### src/rtl/relogio_pkg.sv
// Shared types and field limits for the timekeeping/adjust controller.
// The optional AUTOREPEAT_EN macro is consumed by relogio_ajuste_ctrl.
package relogio_pkg;

  typedef enum logic [1:0] {
    NORMAL  = 2'b00,
    AJ_HORA = 2'b01,
    AJ_MIN  = 2'b10,
    AJ_SEG  = 2'b11
  } modo_t;

  localparam logic [5:0] MAX_SEG  = 6'd59;
  localparam logic [5:0] MAX_MIN  = 6'd59;
  localparam logic [5:0] MAX_HORA = 6'd23;

  function automatic modo_t next_modo(input modo_t m);
    unique case (m)
      NORMAL:  next_modo = AJ_HORA;
      AJ_HORA: next_modo = AJ_MIN;
      AJ_MIN:  next_modo = AJ_SEG;
      default: next_modo = NORMAL;
    endcase
  endfunction

endpackage

### src/rtl/relogio_mod_counter.sv
// Modulo-(MAX+1) up/down field counter; o_carry flags an increment at MAX
// so the next field can advance in the same cycle.
import relogio_pkg::*;

module relogio_mod_counter #(
  parameter logic [5:0] MAX = MAX_SEG
) (
  input  logic       i_clk,
  input  logic       i_clr,
  input  logic       i_inc,
  input  logic       i_dec,
  output logic [5:0] o_value,
  output logic       o_carry
);

  logic [5:0] r_value;

  always_ff @(posedge i_clk) begin
    if (i_clr) begin
      r_value <= 6'd0;
    end else if (i_inc && !i_dec) begin
      r_value <= (r_value == MAX) ? 6'd0 : r_value + 6'd1;
    end else if (i_dec && !i_inc) begin
      r_value <= (r_value == 6'd0) ? MAX : r_value - 6'd1;
    end
  end

  assign o_value = r_value;
  assign o_carry = i_inc && !i_dec && (r_value == MAX);

endmodule

### src/rtl/relogio_ajuste_ctrl.sv
// HH:MM:SS timekeeping with 1 Hz prescaler and modo/mais/menos adjust FSM.
// Define AUTOREPEAT_EN to add hold-to-repeat on mais/menos in adjust modes.
import relogio_pkg::*;

module relogio_ajuste_ctrl #(
  parameter int TICKS_PER_SEC = 100_000_000
`ifdef AUTOREPEAT_EN
  ,
  parameter int REPEAT_DELAY  = 50_000_000,
  parameter int REPEAT_PERIOD = 10_000_000
`endif
) (
  input  logic       clk_100MHz,
  input  logic       reset,
  input  logic       btn_modo,
  input  logic       btn_mais,
  input  logic       btn_menos,
  output logic [5:0] segundos,
  output logic [5:0] minutos,
  output logic [5:0] horas,
  output logic [1:0] modo_ajuste,
  output logic       tick_1hz
);

  localparam int PW = $clog2(TICKS_PER_SEC + 1);
  localparam logic [PW-1:0] PRESC_LAST = PW'(TICKS_PER_SEC - 1);

  modo_t         r_modo, w_modo_next;
  logic [PW-1:0] r_presc;
  logic          r_tick;
  logic          r_armed, r_modo_q, r_mais_q, r_menos_q;
  logic          w_modo_edge, w_mais_edge, w_menos_edge;
  logic          w_rep_mais, w_rep_menos;
  logic          w_adj, w_exit, w_up, w_dn;
  logic          w_seg_inc, w_seg_dec, w_min_inc, w_min_dec, w_hora_inc, w_hora_dec;
  logic          w_seg_carry, w_min_carry;

  // Edges are masked for the first cycle after reset so a button already held
  // through reset does not register as a fresh press.
  always_ff @(posedge clk_100MHz) begin
    if (!reset) begin
      r_armed   <= 1'b0;
      r_modo_q  <= 1'b0;
      r_mais_q  <= 1'b0;
      r_menos_q <= 1'b0;
    end else begin
      r_armed   <= 1'b1;
      r_modo_q  <= btn_modo;
      r_mais_q  <= btn_mais;
      r_menos_q <= btn_menos;
    end
  end

  assign w_modo_edge  = r_armed && btn_modo  && !r_modo_q;
  assign w_mais_edge  = r_armed && btn_mais  && !r_mais_q;
  assign w_menos_edge = r_armed && btn_menos && !r_menos_q;

  assign w_adj  = (r_modo != NORMAL);
  assign w_exit = (r_modo == AJ_SEG) && w_modo_edge;

  always_ff @(posedge clk_100MHz) begin
    if (!reset) begin
      r_modo <= NORMAL;
    end else begin
      r_modo <= w_modo_next;
    end
  end

  always_comb begin
    w_modo_next = r_modo;
    if (w_modo_edge) begin
      w_modo_next = next_modo(r_modo);
    end
  end

  // Leaving adjust restarts the second so the first NORMAL tick is a full period away.
  always_ff @(posedge clk_100MHz) begin
    if (!reset || w_exit) begin
      r_presc <= '0;
      r_tick  <= 1'b0;
    end else begin
      r_presc <= (r_presc == PRESC_LAST) ? '0 : r_presc + 1'b1;
      r_tick  <= (r_presc == PRESC_LAST);
    end
  end

`ifdef AUTOREPEAT_EN
  localparam int RW = $clog2(REPEAT_DELAY + 1);
  localparam logic [RW-1:0] REP_FIRE   = RW'(REPEAT_DELAY);
  localparam logic [RW-1:0] REP_RELOAD = RW'(REPEAT_DELAY - REPEAT_PERIOD + 1);

  logic [RW-1:0] r_rep_cnt;
  logic          w_rep_hold, w_rep_pulse;

  // Counter holds cycles since the press; 0 means idle (no repeat armed).
  assign w_rep_hold  = w_adj && r_armed && (btn_mais ^ btn_menos) && !w_modo_edge;
  assign w_rep_pulse = w_rep_hold && !w_mais_edge && !w_menos_edge && (r_rep_cnt == REP_FIRE);
  assign w_rep_mais  = w_rep_pulse && btn_mais;
  assign w_rep_menos = w_rep_pulse && btn_menos;

  always_ff @(posedge clk_100MHz) begin
    if (!reset || !w_rep_hold) begin
      r_rep_cnt <= '0;
    end else if (w_mais_edge || w_menos_edge) begin
      r_rep_cnt <= RW'(1);
    end else if (r_rep_cnt == REP_FIRE) begin
      r_rep_cnt <= REP_RELOAD;
    end else if (r_rep_cnt != '0) begin
      r_rep_cnt <= r_rep_cnt + 1'b1;
    end
  end
`else
  assign w_rep_mais  = 1'b0;
  assign w_rep_menos = 1'b0;
`endif

  // A coincident modo edge or opposing button cancels the field adjustment.
  assign w_up = w_adj && !w_modo_edge && (w_mais_edge || w_rep_mais) && !(w_menos_edge || w_rep_menos);
  assign w_dn = w_adj && !w_modo_edge && (w_menos_edge || w_rep_menos) && !(w_mais_edge || w_rep_mais);

  assign w_seg_inc  = ((r_modo == NORMAL) && r_tick) || ((r_modo == AJ_SEG) && w_up);
  assign w_seg_dec  = (r_modo == AJ_SEG) && w_dn;
  assign w_min_inc  = ((r_modo == NORMAL) && w_seg_carry) || ((r_modo == AJ_MIN) && w_up);
  assign w_min_dec  = (r_modo == AJ_MIN) && w_dn;
  assign w_hora_inc = ((r_modo == NORMAL) && w_min_carry) || ((r_modo == AJ_HORA) && w_up);
  assign w_hora_dec = (r_modo == AJ_HORA) && w_dn;

  relogio_mod_counter #(.MAX(MAX_SEG)) u_seg (
    .i_clk   (clk_100MHz),
    .i_clr   (!reset),
    .i_inc   (w_seg_inc),
    .i_dec   (w_seg_dec),
    .o_value (segundos),
    .o_carry (w_seg_carry)
  );

  relogio_mod_counter #(.MAX(MAX_MIN)) u_min (
    .i_clk   (clk_100MHz),
    .i_clr   (!reset),
    .i_inc   (w_min_inc),
    .i_dec   (w_min_dec),
    .o_value (minutos),
    .o_carry (w_min_carry)
  );

  relogio_mod_counter #(.MAX(MAX_HORA)) u_hora (
    .i_clk   (clk_100MHz),
    .i_clr   (!reset),
    .i_inc   (w_hora_inc),
    .i_dec   (w_hora_dec),
    .o_value (horas),
    .o_carry ()
  );

  assign modo_ajuste = r_modo;
  assign tick_1hz    = r_tick;

endmodule

### config.mk
export PLATFORM = sky130hd
export DESIGN_NAME = relogio_ajuste_ctrl
export DESIGN_NICKNAME = d
export VERILOG_FILES = /design/src/rtl/relogio_pkg.sv /design/src/rtl/relogio_mod_counter.sv /design/src/rtl/relogio_ajuste_ctrl.sv
export SDC_FILE = /design/constraint.sdc
export NUM_CORES = 1
export LEC_CHECK = 0
export BUFFER_PORTS_ARGS = -buffer_cell sky130_fd_sc_hd__buf_2
export CAP_MARGIN = 20
export CORE_ASPECT_RATIO = 1.5
export CORE_MARGIN = 8
export CORE_UTILIZATION = 45
export CTS_CLUSTER_DIAMETER = 200
export CTS_CLUSTER_SIZE = 20
export DETAILED_ROUTE_END_ITERATION = 8
export GPL_ROUTABILITY_DRIVEN = 0
export PLACE_DENSITY = 0.63
export SYNTH_ARGS = -nofsm -noshare
export SYNTH_HDL_FRONTEND = slang
export SYNTH_SLANG_ARGS = --single-unit
### constraint.sdc
create_clock -name clk_100MHz -period 6.5 [get_ports clk_100MHz]
set_input_delay 0.325 -clock clk_100MHz [delete_from_list [all_inputs] [get_ports clk_100MHz]]
set_output_delay 0.325 -clock clk_100MHz [all_outputs]
set_load 0.01 [all_outputs]
==> qor.yml, run 1 <==
synth:
  synthTopCellsByArea: "dfxtp_1 32%, ha_1 6.6%, nor2_1 5.1%"
  synth_top_cell_by_area: "dfxtp_1"
  syn_area_um2: 3246
  syn-num-nets: 427
  netlist.area_leader.share: 0.3207
  async_flop_share: 0
  yosysSeqAreaShare: 0.3207
  syn_avg_cell_area_um2: 8.014
  synth-main-ff-cell: "dfxtp_1"
  yosysWarningCount: 0
  synth_edf_count: 0
  synth_seq_cells: 52
  synth.distinct_cells: 59
  synthCells: 405
timing:
  skew_ps: 7.899
  tns_ps: 0
  whs_ps: 220.5
  drv_slew: 0
  max_freq_mhz: 240.6
  worst_slew_pin_slew_ps: 602.5
  fin_crit_ps: 4156
  final_hold_viol_count: 0
  post-route-period-util: 0.6394
  setup_viol: 0
  rsz0062_at_grt: "false"
  slew-limit-headroom: 0.5984
placed_design:
  io_buffers: 25
  post-dp-hpwl_um: 5260
run:
  drv_cap: 0
power_and_ir_drop:
  peakVddDrop_mv: 0.1334
  power.density_nw_per_um2: 167.5
  leakagePower_uw: 0.001347
die:
  fp.dieH_um: 120.0
  io_pins: 26
  start_util: 0.4551
  die_x_um: 85.34
  core.rowCount: 38
  die_area_um2: 10240
  core_area_um2: 7132
critical_path:
  critical_path_class: "reg2reg"
  endpoint_kind: "flip-flop"
  crit_fanout: 18
  cp_slowest_stage_delay_ps: 540
  slowest_stage: "ha_1"
  path_cells: "inv_1 > ha_1 > nand3b_1 > nor2_1 > a22o_1 > ha_1 > a32o_1 > ha_1 > and4_1 > a22o_1 > ha_1 > o21ai_0 > o32a_1 > and3_1 > nor3_1"
  crit_path_frequent_cell: "ha_1"
  cp-start-kind: "flip-flop"
  crit_family: "adder cells"
  cp.arrival_ps: 4400
  critical_path_required_ps: 6740
  crit_buf_inv: 1
  reg2reg_slack_ps: 2340
clocking:
  cts_setup_buffers: 0
  ctsHoldBuffers: 0
  h-tree-depth: 2
  numCtsBuffers: 5
  cts_buffer_depth: 2
  cts_num_sinks: 52
  post_cts_resized: 0
  tritoncts: "done"
  clk_latency_ps: 310
  root_buffer: "clkbuf_8"
  clk_pin_slew_ps: 100
global_route:
  grt_start_max_net_pins: 29
  antenna_found_initial: 0
  grtUsageTotal: 0.1461
  grt-ovfl-total: 0
  grt_first_pass_wirelength_um: 12570
  first_global_vias: 2814
route:
  first_pass_iters: 4
  wl_per_cell_um: 14.90
  drc_errors: 0
  viasPerCell: 5.828
  antenna_left: 0
  num_vias: 2873
  dr.first_iter.drc_count: 184
  wl_um: 7345
final_layout:
  area_growth_pct: 6.361
  antenna_cells: 0
  nets: 434
  final_layout_size_suffix_gt1_frac: 0.09927
min_path:
  hold_path.class: "in2reg"
run_status:
  status: "finished clean"
layout by cell type, fill, tap and decap left out, drive strengths merged, types with 14 or more instances in the layout:
| cell | synthesis | routed |
|---|---|---|
| nor2 | 44 | 44 |
| nand2 | 30 | 30 |
| dfxtp | 52 | 52 |
| inv | 17 | 17 |
| xor2 | 14 | 14 |
| a21oi | 19 | 19 |
| o21ai | 29 | 29 |
| buf | 7 | 25 |
| nand3 | 21 | 21 |
| ha | 17 | 17 |
power by group:
part           internal (uW)  switching [uW]  total, uW
clock network            114             115        229
logic                   8.66            13.7       22.3
registers                323            4.26        327
total                    446             133        578
cell type report:
cell class,instances,area [um^2]
Sequential cell,52,1041
Inverter,17,63.81
Tap cell,80,100.1
Clock buffer,5,68.82
Fill cell,698,3680
Clock inverter,3,42.54
Multi-Input combinational cell,311,2011
Timing Repair Buffer,25,125.1
cells in the mapped netlist (4+ instances only):
master    number
nor3_1         9
buf_6          4
ha_1          17
o21ai_0       29
xor2_1        14
and3_1         9
and2_1        11
nand3_1       20
nand4_1       10
nor2b_1        8
nand2_1       30
or3_1          5
and4_1         7
dfxtp_1       52
nor2_1        44
clkbuf_1      18
a21boi_0       4
nor4_1         7
a21oi_1       19
inv_1         17
xnor2_1       12
final timing paths:
| kind | start | end | depth (start not counted) |
|---|---|---|---|
| worst max register to register | modo_ajuste[0] | u_hora.o_value[3] | 15 |
| worst min register to register | r_presc[0] | r_presc[0] | 1 |
| worst min-delay path | btn_mais | r_mais_q | 2 |
| worst max-delay path | modo_ajuste[0] | u_hora.o_value[3] | 15 |
cell families after synthesis:
| family | after synthesis | synth area share |
|---|---|---|
| fa+ha+maj | 17 | 0.06553 |
| xor+xnor | 26 | 0.07016 |
| flops | 52 | 0.3207 |
| mux | 1 | 0.003084 |
| buf+inv | 42 | 0.05975 |
| compound gates | 86 | 0.1746 |
| simple gates | 181 | 0.3061 |
registers in the layout (all words and copies together) (netlist names), 2 cells and up:
| name | count |
|---|---|
| modo_ajuste | 2 |
| u_hora.o_value | 6 |
| u_seg.o_value | 6 |
| r_presc | 27 |
| u_min.o_value | 6 |
through the flow:
stage | std cells | worst slack (ps) | power (uW) | area (um^2) | utilization
global placement | 485 | 2564 | 356.2 | 3341 | 0.4684
finish | 493 | 2344 | 578.3 | 3452 | 0.4840
floorplan | 405 | 2688 | 351.0 | 3246 | -
detailed placement | 485 | 2411 | 356.6 | 3341 | 0.4684
global route | 493 | 1974 | 600.0 | 3452 | 0.4840
CTS | 493 | 2372 | 583.9 | 3452 | 0.4840
layer usage:
layer  vias up  GRT usage  wire (um)
met5         -          0          0
met3        14    0.02806        246
met1      1353     0.1452       3060
met2        42     0.2826       3894
met4         0    0.06388        144
li1       1464          -          -
worst reg2reg max path, cell delays in order (launching register included):
cell      delay (ps)
dfxtp_1          420
inv_1             80
ha_1             250
nand3b_1         200
nor2_1           200
a22o_1           160
ha_1             390
a32o_1           230
ha_1             540
and4_1           310
a22o_1           140
ha_1             360
o21ai_0          240
o32a_1           210
and3_1           180
nor3_1           170
Note: power is estimated with default switching activity, not from simulation.
==> run 2, diff against run 1 <==
==> constraint.sdc (replaced) <==
create_clock -name clk_100MHz -period 4.2 [get_ports clk_100MHz]
set_input_delay 0.21 -clock clk_100MHz [delete_from_list [all_inputs] [get_ports clk_100MHz]]
set_output_delay 0.21 -clock clk_100MHz [all_outputs]
set_load 0.01 [all_outputs]
==> run 2 against run 1 <==
Critical path depth fell by 1. Core utilization fell by 0.16 points. Sequential power rose by 55%. Via count fell by 0.52%. Critical path type unchanged. Die area did not move. Total power rose by 46%. Combinational power rose by 55%. Critical endpoint unchanged.
==> qor.yml, run 2 (synthesized netlist as in run 1, its figures left out) <==
run_status:
  status: "finished clean"
route:
  num_vias: 2858
  wl_per_cell_um: 14.98
  antenna_left: 0
  wl_um: 7399
  viasPerCell: 5.785
  first_pass_iters: 4
  drc_errors: 0
  dr.first_iter.drc_count: 205
timing:
  skew_ps: 18.35
  worst_slew_pin_slew_ps: 457.1
  fin_crit_ps: 3813
  tns_ps: 0
  post-route-period-util: 0.9079
  final_hold_viol_count: 0
  max_freq_mhz: 262.2
  setup_slack_ps: 386.8
  whs_ps: 99.71
  slew-limit-headroom: 0.6924
  rsz0062_at_grt: "false"
  setup_viol: 0
  drv_slew: 0
clocking:
  tritoncts: "done"
  root_buffer: "clkbuf_8"
  clk_pin_slew_ps: 110
  h-tree-depth: 2
  clk_latency_ps: 320
  post_cts_resized: 0
  numCtsBuffers: 5
  cts_num_sinks: 52
  cts_setup_buffers: 0
  cts_buffer_depth: 2
  ctsHoldBuffers: 0
final_layout:
  mostFrequentLayoutCells: "52 x dfxtp_1, 44 x nor2_1, 30 x nand2_1, 29 x o21ai_0, 25 x buf_2"
  antenna_cells: 0
  multi_input_area_um2: 2011
  final_common_cell: "dfxtp_1"
  fillers: 730
  nets: 435
  largest_register_ffs: 27
  final_layout_size_suffix_gt1_frac: 0.1014
  stdcell_count: 494
  area_growth_pct: 6.014
  register_area_um2: 1041
  regMostFlops: "r_presc"
global_route:
  antenna_found_initial: 0
  grt-ovfl-total: 0
  grt_first_pass_wirelength_um: 12480
  grtUsageTotal: 0.1476
  grt_start_max_net_pins: 29
  first_global_vias: 2730
critical_path:
  r2r_start: "modo_ajuste[0]"
  r2r_end: "u_hora.o_value[3]"
  critical_path_required_ps: 4450
  critical_path_class: "reg2reg"
  reg2reg_slack_ps: 390
  cp-start-kind: "flip-flop"
  crit_fanout: 12
  endpoint_kind: "flip-flop"
  cp.arrival_ps: 4070
  rr_worst_depth: 14
placed_design:
  dp_cells: 486
  place_ws_ps: 401.7
  io_buffers: 25
  post-dp-hpwl_um: 5317
min_path:
  whs_endpoint: "r_mais_q"
  hold_path.class: "in2reg"
  min_from: "btn_mais"
  hold_depth: 2
die:
  die_area_um2: 10240
  fp.dieH_um: 120.0
  start_util: 0.4551
  io_pins: 26
  die_x_um: 85.34
  core.rowCount: 38
  core_area_um2: 7132
power_and_ir_drop:
  power.density_nw_per_um2: 246.1
  peakVddDrop_mv: 0.1465
  leakagePower_uw: 0.001339
run:
  drv_cap: 0
[run 2: metrics by stage]
step	utilization	cell area, um^2	power [uW]
2_1_floorplan	-	3246	543.2
3_3_place_gp	0.4695	3348	551.5
3_5_place_dp	0.4695	3348	552.6
4_1_cts	0.4825	3441	855.3
5_1_grt	0.4825	3441	882.8
6_report	0.4825	3441	846.7
[run 2: critical path, cell delays in order, from the launching register on]
cell and delay (ps):
dfxtp_1 420, inv_1 90, ha_1 250, nand3b_1 190, nor4_1 420, nand2_1 110
ha_1 340, a32o_1 290, ha_1 200, and4_1 210, a22o_1 180, ha_1 310
o32a_1 370, and3_1 180, nor3_1 170
[run 2: layout make-up]
cell class	instances	share of cell area
repair buffers	26	0.03855
clock buffers	5	0.02000
well taps	80	0.02909
flip-flops and latches	52	0.3025
clock inverters	3	0.006909
inverters	17	0.01855
multi-input cells	311	0.5844
[run 2: worst max path at each step]
stage	from	to	cells past startpoint
2_1_floorplan	modo_ajuste[0]	u_hora.o_value[3]	17
3_3_place_gp	modo_ajuste[0]	u_hora.o_value[3]	14
3_5_place_dp	modo_ajuste[0]	u_hora.o_value[3]	14
4_1_cts	modo_ajuste[0]	u_hora.o_value[3]	14
5_1_grt	modo_ajuste[0]	u_hora.o_value[3]	14
6_report	modo_ajuste[0]	u_hora.o_value[3]	14
[run 2: metal layers]
metal | wire length [um] | vias up | GRT usage
met5 | 0 | - | 0
met4 | 127 | 0 | 0.06828
met3 | 233 | 11 | 0.03422
met2 | 3917 | 34 | 0.2763
met1 | 3121 | 1342 | 0.1496
li1 | - | 1471 | -
[run 2: where the power goes]
group	switching [uW]	internal [uW]	leakage, uW	total, uW
clock network	187	119	0.0000404	306
logic	21.2	13.5	0.000878	34.6
registers	6.85	500	0.000421	506
total	215	632	0.00134	847
